### src/rtl/subleq_mem_arbiter.sv
// Serialises subleq core and host loader accesses onto one synchronous single-port RAM.
// One transaction at a time: arbitrate, issue, wait out the read latency, acknowledge.
module subleq_mem_arbiter #(
  parameter int ADDR_BITS = 8,
  parameter int DATA_BITS = 8,
  parameter int READ_LAT  = 1,
  parameter int HOST_PRIO = 0
) (
  input  logic                 clk,
  input  logic                 areset,
  input  logic                 cpu_req,
  input  logic                 cpu_we,
  input  logic [ADDR_BITS-1:0] cpu_addr,
  input  logic [DATA_BITS-1:0] cpu_wdata,
  output logic                 cpu_ack,
  output logic [DATA_BITS-1:0] cpu_rdata,
  input  logic                 host_req,
  input  logic                 host_we,
  input  logic [ADDR_BITS-1:0] host_addr,
  input  logic [DATA_BITS-1:0] host_wdata,
  output logic                 host_ack,
  output logic [DATA_BITS-1:0] host_rdata,
  output logic                 mem_en,
  output logic                 mem_we,
  output logic [ADDR_BITS-1:0] mem_addr,
  output logic [DATA_BITS-1:0] mem_wdata,
  input  logic [DATA_BITS-1:0] mem_rdata,
  output logic                 busy,
  output logic                 owner_host
);

  typedef enum logic [1:0] {IDLE, ISSUE, WAIT, DONE} state_t;

  localparam logic [1:0] LAST_CNT = 2'(READ_LAT - 1);

  state_t                 state, state_nxt;
  logic                   grant_host;
  logic                   lat_we;
  logic [ADDR_BITS-1:0]   lat_addr;
  logic [DATA_BITS-1:0]   lat_wdata;
  logic                   last_host;
  logic                   owner_q;
  logic [1:0]             cnt;
  logic [DATA_BITS-1:0]   cpu_rdata_q, host_rdata_q;

  // last_host resets to 1 so the core wins the first tie; owner_q is the visible owner and resets to 0
  assign grant_host = host_req & (~cpu_req | (HOST_PRIO != 0) | ~last_host);

  always_ff @(posedge clk) begin
    if (areset) state <= IDLE;
    else        state <= state_nxt;
  end

  always_comb begin
    state_nxt = state;
    unique case (state)
      IDLE:    if (cpu_req || host_req) state_nxt = ISSUE;
      ISSUE:   state_nxt = lat_we ? DONE : WAIT;
      WAIT:    if (cnt == LAST_CNT) state_nxt = DONE;
      DONE:    state_nxt = IDLE;
      default: state_nxt = IDLE;
    endcase
  end

  always_ff @(posedge clk) begin
    if (areset) begin
      lat_we       <= 1'b0;
      lat_addr     <= '0;
      lat_wdata    <= '0;
      last_host    <= 1'b1;
      owner_q      <= 1'b0;
      cnt          <= '0;
      cpu_rdata_q  <= '0;
      host_rdata_q <= '0;
    end else begin
      unique case (state)
        IDLE: begin
          cnt <= '0;
          if (cpu_req || host_req) begin
            owner_q   <= grant_host;
            last_host <= grant_host;
            lat_we    <= grant_host ? host_we    : cpu_we;
            lat_addr  <= grant_host ? host_addr  : cpu_addr;
            lat_wdata <= grant_host ? host_wdata : cpu_wdata;
          end
        end
        WAIT: begin
          cnt <= cnt + 2'd1;
          // cnt reaches LAST_CNT exactly READ_LAT cycles after the ISSUE strobe
          if (cnt == LAST_CNT) begin
            if (owner_q) host_rdata_q <= mem_rdata;
            else         cpu_rdata_q  <= mem_rdata;
          end
        end
        default: ;
      endcase
    end
  end

  always_comb begin
    mem_en    = 1'b0;
    mem_we    = 1'b0;
    mem_addr  = '0;
    mem_wdata = '0;
    cpu_ack   = 1'b0;
    host_ack  = 1'b0;
    busy      = (state != IDLE);
    if (state == ISSUE) begin
      mem_en    = 1'b1;
      mem_we    = lat_we;
      mem_addr  = lat_addr;
      mem_wdata = lat_wdata;
    end
    if (state == DONE) begin
      cpu_ack  = ~owner_q;
      host_ack = owner_q;
    end
  end

  assign cpu_rdata  = cpu_rdata_q;
  assign host_rdata = host_rdata_q;
  assign owner_host = owner_q;

endmodule

### config.mk
export PLATFORM = sky130hd
export DESIGN_NAME = subleq_mem_arbiter
export DESIGN_NICKNAME = d
export VERILOG_FILES = /design/src/rtl/subleq_mem_arbiter.sv
export SDC_FILE = /design/constraint.sdc
export NUM_CORES = 1
export LEC_CHECK = 0
export ABC_AREA = 1
export CAP_MARGIN = 0
export CORE_MARGIN = 2
export CORE_UTILIZATION = 39
export DETAILED_ROUTE_END_ITERATION = 7
export PLACE_DENSITY_LB_ADDON = 0.2
export SLEW_MARGIN = 20
export SYNTH_ARGS = -nofsm -noshare
export SYNTH_HDL_FRONTEND = slang
export SYNTH_SLANG_ARGS = --single-unit
### constraint.sdc
create_clock -name clk -period 1.2 [get_ports clk]
set_input_delay 0.24 -clock clk [delete_from_list [all_inputs] [get_ports clk]]
set_output_delay 0.24 -clock clk [all_outputs]
set_load 0.01 [all_outputs]
==> flow_metrics.env <==
export IMPL_outcome="finished with violations"
export IMPL_violations="negative setup slack"
export IMPL_power_leakage_nw=1.85
export IMPL_vias=2171
export IMPL_synthTopCellsByArea="dfxtp_1, nand2_1, inv_1"
export IMPL_grt_pass1_vias=2157
export IMPL_rsz0062_at_grt="true"
export IMPL_synth_warnings=0
export IMPL_grt_overflow=0
export IMPL_final_util_pct=74.5
export IMPL_rr_startpoint="state[0]"
export IMPL_clock_skew_ns=0.0134
export IMPL_antenna_found_initial=0
export IMPL_min_path_cells=2
export IMPL_wl_um=6030
export IMPL_regArea_um2=790
export IMPL_hold_start="host_rdata[0]"
export IMPL_clock_latency_ns=0.29
export IMPL_antenna_left=0
export IMPL_cts_buffers=5
export IMPL_synth_compound_area_share_pct=20.3
export IMPL_slew_viol_final=0
export IMPL_finalNonFillerCells=478
export IMPL_synth_adder_area_share_pct=3.70
export IMPL_synth_top_family_by_area="simple AND/OR/NAND/NOR gates"
export IMPL_cts_sinks=39
export IMPL_yosys_area_share_simple_pct=22.9
export IMPL_path_class="register to register"
export IMPL_r2r_cells=10
export IMPL_synth_largest_area_cell="dfxtp_1"
export IMPL_die_x_um=76.1
export IMPL_hold_viol=0
export IMPL_switching_share_pct=40.1
export IMPL_final_min_clock_period_ns=1.53
export IMPL_r2r_end="state[0]"
export IMPL_holdCritPathClass="register to register"
export IMPL_viasPerCell=4.54
export IMPL_pwr_share_comb_pct=59.6
export IMPL_p_per_area_nw_per_um2=2040
export IMPL_std_cell_rows=26
export IMPL_dp_cells=460
export IMPL_fin_crit_sh_pct=128
export IMPL_end_kind="register"
export IMPL_p_switching_mw=3.09
export IMPL_power_internal_mw=4.62
export IMPL_grt_usage_pct=20.4
export IMPL_core_um2=5070
export IMPL_synthCells=287
export IMPL_gp_congestion=0.804
export IMPL_cts_max_level=2
export IMPL_seqPwrFrac_pct=26.7
export IMPL_relSlewSlack_pct=84.1
export IMPL_clk_path_buf_depth=2
export IMPL_tightest_slew_ns=0.239
export IMPL_fin_ws_ns=-0.331
export IMPL_synth_seq_cells=39
export IMPL_synth_fp_nets=339
export IMPL_num_antenna_cells=0
export IMPL_drive_gt1_share_pct=46.3
export IMPL_ir_drop_mv=1.33
export IMPL_yosysTopAreaCellShare_pct=38.5
export IMPL_multi_input_area_um2=1310
export IMPL_cts_root_buf="clkbuf_8"
export IMPL_place_hpwl_um=3760
export IMPL_layout_commonest_cell="nand2_1"
export IMPL_start_util_pct=40.0
export IMPL_synth_area_um2=2030
export IMPL_wl_per_cell_um=12.6
export IMPL_power_mw=7.71
export IMPL_clkTransAtPathRegs_ns=0.09
export IMPL_maxCapViolCount=0
export IMPL_synth_mux_area_share_pct=0
export IMPL_die_height_um=76.1
export IMPL_nFillCells=394
export IMPL_hold_end="host_rdata[0]"
export IMPL_ff2ff_setup_slack_ns=-0.33
export IMPL_ctsHoldBuffers=0
export IMPL_nNetsFinal=459
export IMPL_area_growth_syn_to_layout_pct=86.4
export IMPL_layout_common_cells="nand2_1, clkdlybuf4s50_1, dfxtp_1"
export IMPL_crit_fanout=4
export IMPL_avgSynthCellArea_um2=7.07
export IMPL_first_pass_iters=4
export IMPL_drt_iter0_drc=69
export IMPL_synth_xor_area_share_pct=0
export IMPL_p_clk_share_pct=13.7
export IMPL_grt_max_degree=24
export IMPL_required_ns=1.42
export IMPL_port_buffers=83
export IMPL_setup_viol=60
export IMPL_start_kind="register"
export IMPL_setup_tns_ns=-14.26
export IMPL_top_level_ports=84
export IMPL_yosysSeqAreaShare_pct=38.5
export IMPL_cts_tree="yes"
export IMPL_dieArea_um2=5800
export IMPL_critPathArrivalTime_ns=1.75
export IMPL_synth_distinct_cells=21
export IMPL_drc=0
export IMPL_grt_pass1_wl_um=9730
export IMPL_fmax_mhz=653
[Yosys cell counts, drive strengths merged]
cell,count
inv,56
nand3,4
o21ai,34
dfxtp,39
ha,6
nand2,82
buf,11
a21oi,29
nor2,25
a211oi,1
[final cells by class]
type / count / area share [%]
clock buffer: 6 / 2.48
clock inverter: 2 / 0.463
inverter: 56 / 6.15
multi-input combinational: 182 / 34.6
sequential: 39 / 20.9
tap: 70 / 2.32
timing repair buffer: 123 / 33.1
[worst max path at each step]
stage	start	endpoint	slack (ns)	cells after the start
4_1_cts	state[1]	cpu_ack	-0.34	5
5_1_grt	state[0]	state[0]	-0.38	11
2_1_floorplan	state[0]	lat_wdata[4]	-0.02	8
3_3_place_gp	state[1]	mem_addr[6]	-0.35	5
3_5_place_dp	state[1]	mem_wdata[3]	-0.42	5
6_report	state[0]	state[0]	-0.33	10
[through the flow]
stage | hold WS (ns) | setup slack, ns | instance area [um^2]
2_1_floorplan | 0.302 | -0.0161 | 2090
3_3_place_gp | 0.432 | -0.345 | 3250
3_5_place_dp | 0.435 | -0.418 | 3250
4_1_cts | 0.446 | -0.339 | 3660
5_1_grt | 0.484 | -0.384 | 3780
6_report | 0.454 | -0.331 | 3780
[power by group through the flow]
| stage | clock network (mW) | logic, mW | registers, mW |
|---|---|---|---|
| floorplan | 0 | 1.80 | 2.05 |
| detailed placement | 0 | 3.47 | 2.00 |
| global placement | 0 | 3.39 | 1.99 |
| global route | 1.14 | 4.96 | 2.11 |
| CTS | 1.07 | 4.48 | 2.02 |
| finish | 1.05 | 4.59 | 2.06 |
[cell families after synthesis]
family | after synthesis
adder cells (fa/ha/maj) | 6
flip-flops | 39
AO/OA/AOI/OAI | 64
buffers and inverters | 67
AND/OR/NAND/NOR | 111
[critical path: stages (launching register included)]
cell,delay (ns)
dfxtp_4,0.40
buf_6,0.13
inv_8,0.04
buf_12,0.11
ha_4,0.18
buf_6,0.13
inv_4,0.06
nor2_4,0.04
a21oi_2,0.13
nand2_1,0.09
a21oi_2,0.16
[state kept, by name, indices dropped and copies added (netlist names)]
signal and count:
last_host 1, cnt 2, state 2, lat_we 1
owner_host 1, lat_wdata 8, lat_addr 8, host_rdata 8
cpu_rdata 8
[per-layer routing]
layer	global-route usage (%)	up-vias	wire length (um)
met1	24.0	987	2480
met2	37.1	62	3170
li1	-	1114	-
met3	4.50	8	273
met4	6.36	0	109
met5	0	-	0
[what timing repair did]
item | CTS | global route
pin swaps | 26 | 29
gates resized for setup | 185 | 65
setup buffers | 10 | 2
endpoints found under the setup margin | 77 | 64
cloned | 3 | 0
Power figures use the tool's default switching activity.
